==> src/rtl/fetch_unit.sv <==
// Instruction fetch stage: holds the PC, fetches one word per request and presents it to decode.
// Latency: request in the cycle after an ack, instruction valid two cycles after the request with a 1-cycle memory.
// Backpressure: the instruction is held stable until execute acks; one outstanding memory request at most.
module fetch_unit #(
    parameter logic [31:0] RESET_PC = 32'h0000_0000
) (
    input  logic        clk,
    input  logic        rst_n,
    output logic        imem_req,
    output logic [31:0] imem_addr,
    input  logic        imem_rvalid,
    input  logic [31:0] imem_rdata,
    output logic [31:0] instr,
    output logic [31:0] instr_pc,
    output logic [31:0] pc_plus4,
    output logic        instr_valid,
    input  logic        instr_ack,
    input  logic        branch,
    input  logic        zero,
    input  logic        is_jal,
    input  logic        is_jalr,
    input  logic [31:0] imm,
    input  logic [31:0] rs1_val,
    output logic        fetch_fault,
    output logic [31:0] instr_count
);

    localparam logic [31:0] NOP = 32'h0000_0013;

    typedef enum logic [1:0] {
        ST_ISSUE = 2'd0,
        ST_WAIT  = 2'd1,
        ST_HOLD  = 2'd2,
        ST_FAULT = 2'd3
    } state_t;

    state_t      state_q, state_d;
    logic [31:0] pc_q, pc_d;
    logic [31:0] instr_q, instr_d;
    logic [31:0] instr_pc_q, instr_pc_d;
    logic        instr_valid_q, instr_valid_d;
    logic        req_q, req_d;
    logic        fault_q, fault_d;
    logic [31:0] count_q, count_d;
    logic [31:0] next_pc;

    // Next-PC selection: jalr beats jal beats a taken branch beats fall-through.
    always_comb begin
        next_pc = instr_pc_q + 32'd4;
        if (is_jalr) begin
            next_pc = (rs1_val + imm) & 32'hFFFF_FFFE;
        end else if (is_jal || (branch && zero)) begin
            next_pc = instr_pc_q + imm;
        end
    end

    // Next-state and datapath updates. Reset leaves the FSM in ISSUE with the request
    // low, so the first ISSUE visit spends one cycle raising the request; every later
    // entry into ISSUE raises it on the same edge as the transition.
    always_comb begin
        state_d       = state_q;
        pc_d          = pc_q;
        instr_d       = instr_q;
        instr_pc_d    = instr_pc_q;
        instr_valid_d = instr_valid_q;
        req_d         = req_q;
        fault_d       = fault_q;
        count_d       = count_q;
        case (state_q)
            ST_ISSUE: begin
                if (req_q) begin
                    req_d   = 1'b0;
                    state_d = ST_WAIT;
                end else begin
                    req_d = 1'b1;
                end
            end
            ST_WAIT: begin
                if (imem_rvalid) begin
                    instr_d       = imem_rdata;
                    instr_pc_d    = pc_q;
                    instr_valid_d = 1'b1;
                    state_d       = ST_HOLD;
                end
            end
            ST_HOLD: begin
                if (instr_ack) begin
                    count_d       = count_q + 32'd1;
                    instr_valid_d = 1'b0;
                    if (next_pc[1:0] == 2'b00) begin
                        pc_d    = next_pc;
                        req_d   = 1'b1;
                        state_d = ST_ISSUE;
                    end else begin
                        // Misaligned target: park here and keep the old PC for debug.
                        fault_d = 1'b1;
                        state_d = ST_FAULT;
                    end
                end
            end
            ST_FAULT: begin
                req_d         = 1'b0;
                instr_valid_d = 1'b0;
            end
            default: begin
                state_d = ST_FAULT;
            end
        endcase
    end

    // State register with asynchronous active-low reset to the reset values.
    always_ff @(posedge clk or negedge rst_n) begin
        if (!rst_n) begin
            state_q       <= ST_ISSUE;
            pc_q          <= RESET_PC;
            instr_q       <= NOP;
            instr_pc_q    <= RESET_PC;
            instr_valid_q <= 1'b0;
            req_q         <= 1'b0;
            fault_q       <= 1'b0;
            count_q       <= 32'd0;
        end else begin
            state_q       <= state_d;
            pc_q          <= pc_d;
            instr_q       <= instr_d;
            instr_pc_q    <= instr_pc_d;
            instr_valid_q <= instr_valid_d;
            req_q         <= req_d;
            fault_q       <= fault_d;
            count_q       <= count_d;
        end
    end

    assign imem_req    = req_q;
    assign imem_addr   = pc_q;
    assign instr       = instr_q;
    assign instr_pc    = instr_pc_q;
    assign pc_plus4    = instr_pc_q + 32'd4;
    assign instr_valid = instr_valid_q;
    assign fetch_fault = fault_q;
    assign instr_count = count_q;

endmodule

==> config.mk <==
export PLATFORM = sky130hd
export DESIGN_NAME = fetch_unit
export DESIGN_NICKNAME = d
export VERILOG_FILES = /design/src/rtl/fetch_unit.sv
export SDC_FILE = /design/constraint.sdc
export NUM_CORES = 1
export LEC_CHECK = 0
export CAP_MARGIN = 10
export CORE_MARGIN = 4
export CORE_UTILIZATION = 44
export DETAILED_ROUTE_END_ITERATION = 16
export PLACE_DENSITY_LB_ADDON = 0.15
export SLEW_MARGIN = 10
export SYNTH_ARGS = -nofsm -noshare
export SYNTH_HDL_FRONTEND = slang
export SYNTH_SLANG_ARGS = --single-unit
==> constraint.sdc <==
create_clock -name clk -period 2.9 [get_ports clk]
set_clock_uncertainty 0.1 [all_clocks]
set_input_delay 0.29 -clock clk [delete_from_list [all_inputs] [get_ports clk]]
set_output_delay 0.29 -clock clk [all_outputs]
set_load 0.05 [all_outputs]
==> run summary <==
The net count of the finished layout is 1638. The run gives 0.670 mV as the maximum vdd ir drop. After detailed routing, the total wire length is 33.7 mm. The maximum level of the CTS H-tree is 4, and the highest clock frequency the design can meet is 336 MHz. Across all register-to-register paths, the minimum setup slack is -0.08 ns. After detailed routing, the number of remaining DRC violations is 0. In this run the critical register-to-register path is captured at imem_addr[28]$_DFFE_PN0P_. The most common library cell in the layout ignoring fill and taps was clkdlybuf4s50_1. Maximum fanout count along the critical path: 3. After detailed placement, the total cell area comes to 14000 µm². The part of the total power dissipated in the clock network was 0.136.

The flow ran to the end, but the final reports show violations. The final reports fail on setup timing. From synthesis to final layout, the design area changed by 61.1%. At the pin with the least slew margin, the transition time is 0.910 ns. The die height works out to 154 µm.

The library cells used most frequently in the layout, excluding fill and tap cells, are clkdlybuf4s50_1 (237), buf_4 (203), dfrtp_1 (122), nand2_1 (96), a21oi_1 (72). For this design the top-level I/O count stands at 267. Critical path start-end classification: reg -> reg. The analysis attributes to net switching a power of 7810 µW. The commonest register cell after synthesis was dfrtp_1. The logs give 0.00687 µW for the leakage power of the design and 0.43 ns for the source-to-sink clock delay at the later pin of the worst-skew pair. The ratio of cells with drive above 1 in the final layout was 0.285. Final hold violation count: 0. The via count of the first global-routing pass came out at 9708. The congestion estimate from routability-driven global placement came to 1.01. The number of vias after detailed routing is 9679, and the synthesized area is 9380 µm². The count of TritonRoute iterations in the first routing pass was 5; the maximum number of pins on one net before global-route repair was 65. The max-capacitance violation count was 0.

The total half-perimeter wirelength after legalization and detailed placement came out at 25.9 mm. The critical path launch point type was a flip-flop. The post-route clock period utilization was 1.03; the worst endpoint required time was 3.11 ns. The mean cell area of the mapped netlist was 9.42 µm².

The cell at the root of the clock tree is clkbuf_16. Buffers placed on the I/O ports in this run total 266. The internal power of the cells totals 8080 µW. With fillers left out, the area of the finished cells amounts to 15100 µm². STA classifies the critical path endpoint as a flip-flop.

Dividing the detail-routed wire length by the instance count gives 19.3 µm. Measured along the x axis, the die boundary spans 154 µm. The worst register-to-register path begins at instr_pc[0]$_DFFE_PN0P_. Summed over all layers, the global routing overflow is 0. The initial antenna violation count is 0, and the power density relative to cell area is 1050 nW/µm². The standard-cell row count is 53, and the post-detailed-route count of antenna-violating nets is 0. The tools report the total clock buffers created by CTS as 17. The share of total power in sequential cells is 0.199, and the switching share of power is 0.491.

The distinct cell type count after synthesis was 70; the number of flip-flops and latches in the synthesized netlist was 133. Setup repair after global routing could not meet its margin everywhere. The count of final setup violators is 4, and the antenna cell count is 0.

The sequential-to-total area share from yosys stat is 0.355, and the global router's overall resource usage is 0.274. STA puts the critical path data arrival time at 3.18 ns. The async set-or-reset flop fraction in the synthesized netlist was 1.00; the normalized max-slew margin was 0.377. Counting flops with a built-in enable in the synthesized netlist gives 0. The post-synthesis net count came out at 1172. For the initial core utilization, the log shows 0.446. The first-pass GRT wire length was 52.1 mm; the buffer levels on the longest clock path was 2. The logs give 671 for the iteration-0 DRC count of the detailed router and 21000 µm² for the core outline area.

Synthesis handed over a netlist of 996 instances. In the routed layout, each cell is associated on average with a via count of 5.53. Yosys printed 0 warnings.

The smallest setup slack after layout is -0.0757 ns, and the count of pins over their slew limit is 0. The die covers 23700 µm². For the worst flop-to-flop path, the logic depth is 11. The type of the worst min-delay path was in -> async. The total negative setup slack is -0.116 ns. TritonCTS built the clock tree. The clock sink count was 133; the register clock-pin slew on the reported worst setup and hold paths was 0.07 ns.

The tools report the part of the power in combinational logic as 0.665. The post-layout minimum cycle time is 2.98 ns.
[flip-flops by register name, indices dropped and copies added (netlist names)]
signal / cells
instr: 32
instr_count: 32
instr_valid: 1
imem_addr: 32
fetch_fault: 1
imem_req: 1
state_q: 2
instr_pc: 32
[Yosys cell counts, types with 3 or more instances]
cell | n | share of area
xnor2_1 | 74 | 0.069
a31oi_1 | 13 | 0.0087
o21a_1 | 6 | 0.0048
dfrtp_1 | 130 | 0.35
nor4_1 | 4 | 0.0027
o21ai_0 | 50 | 0.027
nor3_1 | 16 | 0.0085
a211oi_1 | 14 | 0.011
xor2_1 | 41 | 0.038
a21oi_1 | 79 | 0.042
nand2b_1 | 4 | 0.0027
nor2_1 | 61 | 0.024
a21o_1 | 28 | 0.022
clkbuf_1 | 27 | 0.011
or3_1 | 6 | 0.0040
nand2_1 | 99 | 0.040
and4_1 | 4 | 0.0037
o221ai_1 | 3 | 0.0028
o41ai_1 | 3 | 0.0028
and2_1 | 9 | 0.0060
o211ai_1 | 11 | 0.0088
nand3_1 | 35 | 0.019
nor2b_1 | 8 | 0.0053
mux2_2 | 67 | 0.080
inv_1 | 16 | 0.0064
nand4_1 | 23 | 0.015
o21bai_1 | 11 | 0.0088
a221oi_1 | 3 | 0.0028
ha_1 | 70 | 0.093
o22ai_1 | 6 | 0.0040
dfstp_2 | 3 | 0.0084
and3_1 | 20 | 0.013
a211o_1 | 4 | 0.0037
[cell type report]
type / instances / area [µm²]
fillers: 1647 / 5900
multi-input cells: 816 / 6270
clock buffers: 17 / 425
clock inverters: 15 / 158
well taps: 275 / 344
flip-flops and latches: 133 / 3340
inverters: 16 / 60.1
repair buffers: 478 / 4520
[power groups by stage]
stage	registers [µW]	logic [µW]	clock network, µW
global route	3260	11100	2280
global placement	3160	10000	0
CTS	3160	10200	2190
detailed placement	3180	10100	0
finish	3160	10600	2160
floorplan	5410	3880	0
[critical path, cell delays in order, from the launching register on]
cell      delay (ns)
dfrtp_2         0.43
ha_4            0.17
fa_2            0.34
a21o_1          0.19
a311o_1         0.39
a31oi_4         0.18
o211ai_1        0.14
a31oi_2         0.26
nor4_1          0.10
mux2_2          0.25
nor3_2          0.04
a211o_1         0.28
[timing repair]
| action | in CTS | in global routing |
|---|---|---|
| setup endpoints to repair | 18 | 32 |
| gates resized for setup | 17 | 59 |
| pin swaps | 8 | 44 |
| hold buffers | 1 | 0 |
| endpoints found under the hold margin | 60 | 0 |
| buffers inserted | 3 | 20 |
[how the worst max path moves through the flow]
stage | from | end | slack, ns | cells past startpoint
finish | instr_pc[0]$_DFFE_PN0P_ | imem_addr[28]$_DFFE_PN0P_ | -0.08 | 11
global route | instr_pc[2]$_DFFE_PN0P_ | imem_addr[28]$_DFFE_PN0P_ | -0.16 | 11
CTS | instr_pc[0]$_DFFE_PN0P_ | imem_addr[24]$_DFFE_PN0P_ | -0.01 | 12
detailed placement | imm[1] | imem_addr[29]$_DFFE_PN0P_ | -0.53 | 13
global placement | imm[1] | imem_addr[29]$_DFFE_PN0P_ | -0.47 | 13
floorplan | instr_pc[6]$_DFFE_PN0P_ | imem_addr[31]$_DFFE_PN0P_ | -0.21 | 9
[logic make-up (layout without fill, tap and decap cells)]
group	Yosys count	count (layout)	synth area share
and+or+nand+nor	299	299	0.153
AOI/OAI and AO/OA	261	261	0.184
DFF	133	133	0.355
xor gates and xnor gates	115	115	0.107
adders and majority gates	72	72	0.0976
muxes	69	69	0.0826
buffers and inverters	47	526	0.0204
[through the flow]
step,hold WS [ns],cells,setup slack [ns],power [µW],util
3_3_place_gp,0.213,1694,-0.468,13200,0.668
5_1_grt,0.370,1750,-0.159,16700,0.719
6_report,0.325,1750,-0.0757,15900,0.719
3_5_place_dp,0.218,1694,-0.529,13300,0.668
2_1_floorplan,-0.106,996,-0.213,9300,-
4_1_cts,0.334,1730,-0.0133,15600,0.700
[metal layers]
metal  track usage  share of wire
met1         0.361           0.42
met2         0.463           0.49
met3        0.0453          0.065
met4        0.0828          0.024
met5             0              0
No activity file was read; power rests on OpenSTA's default activity.
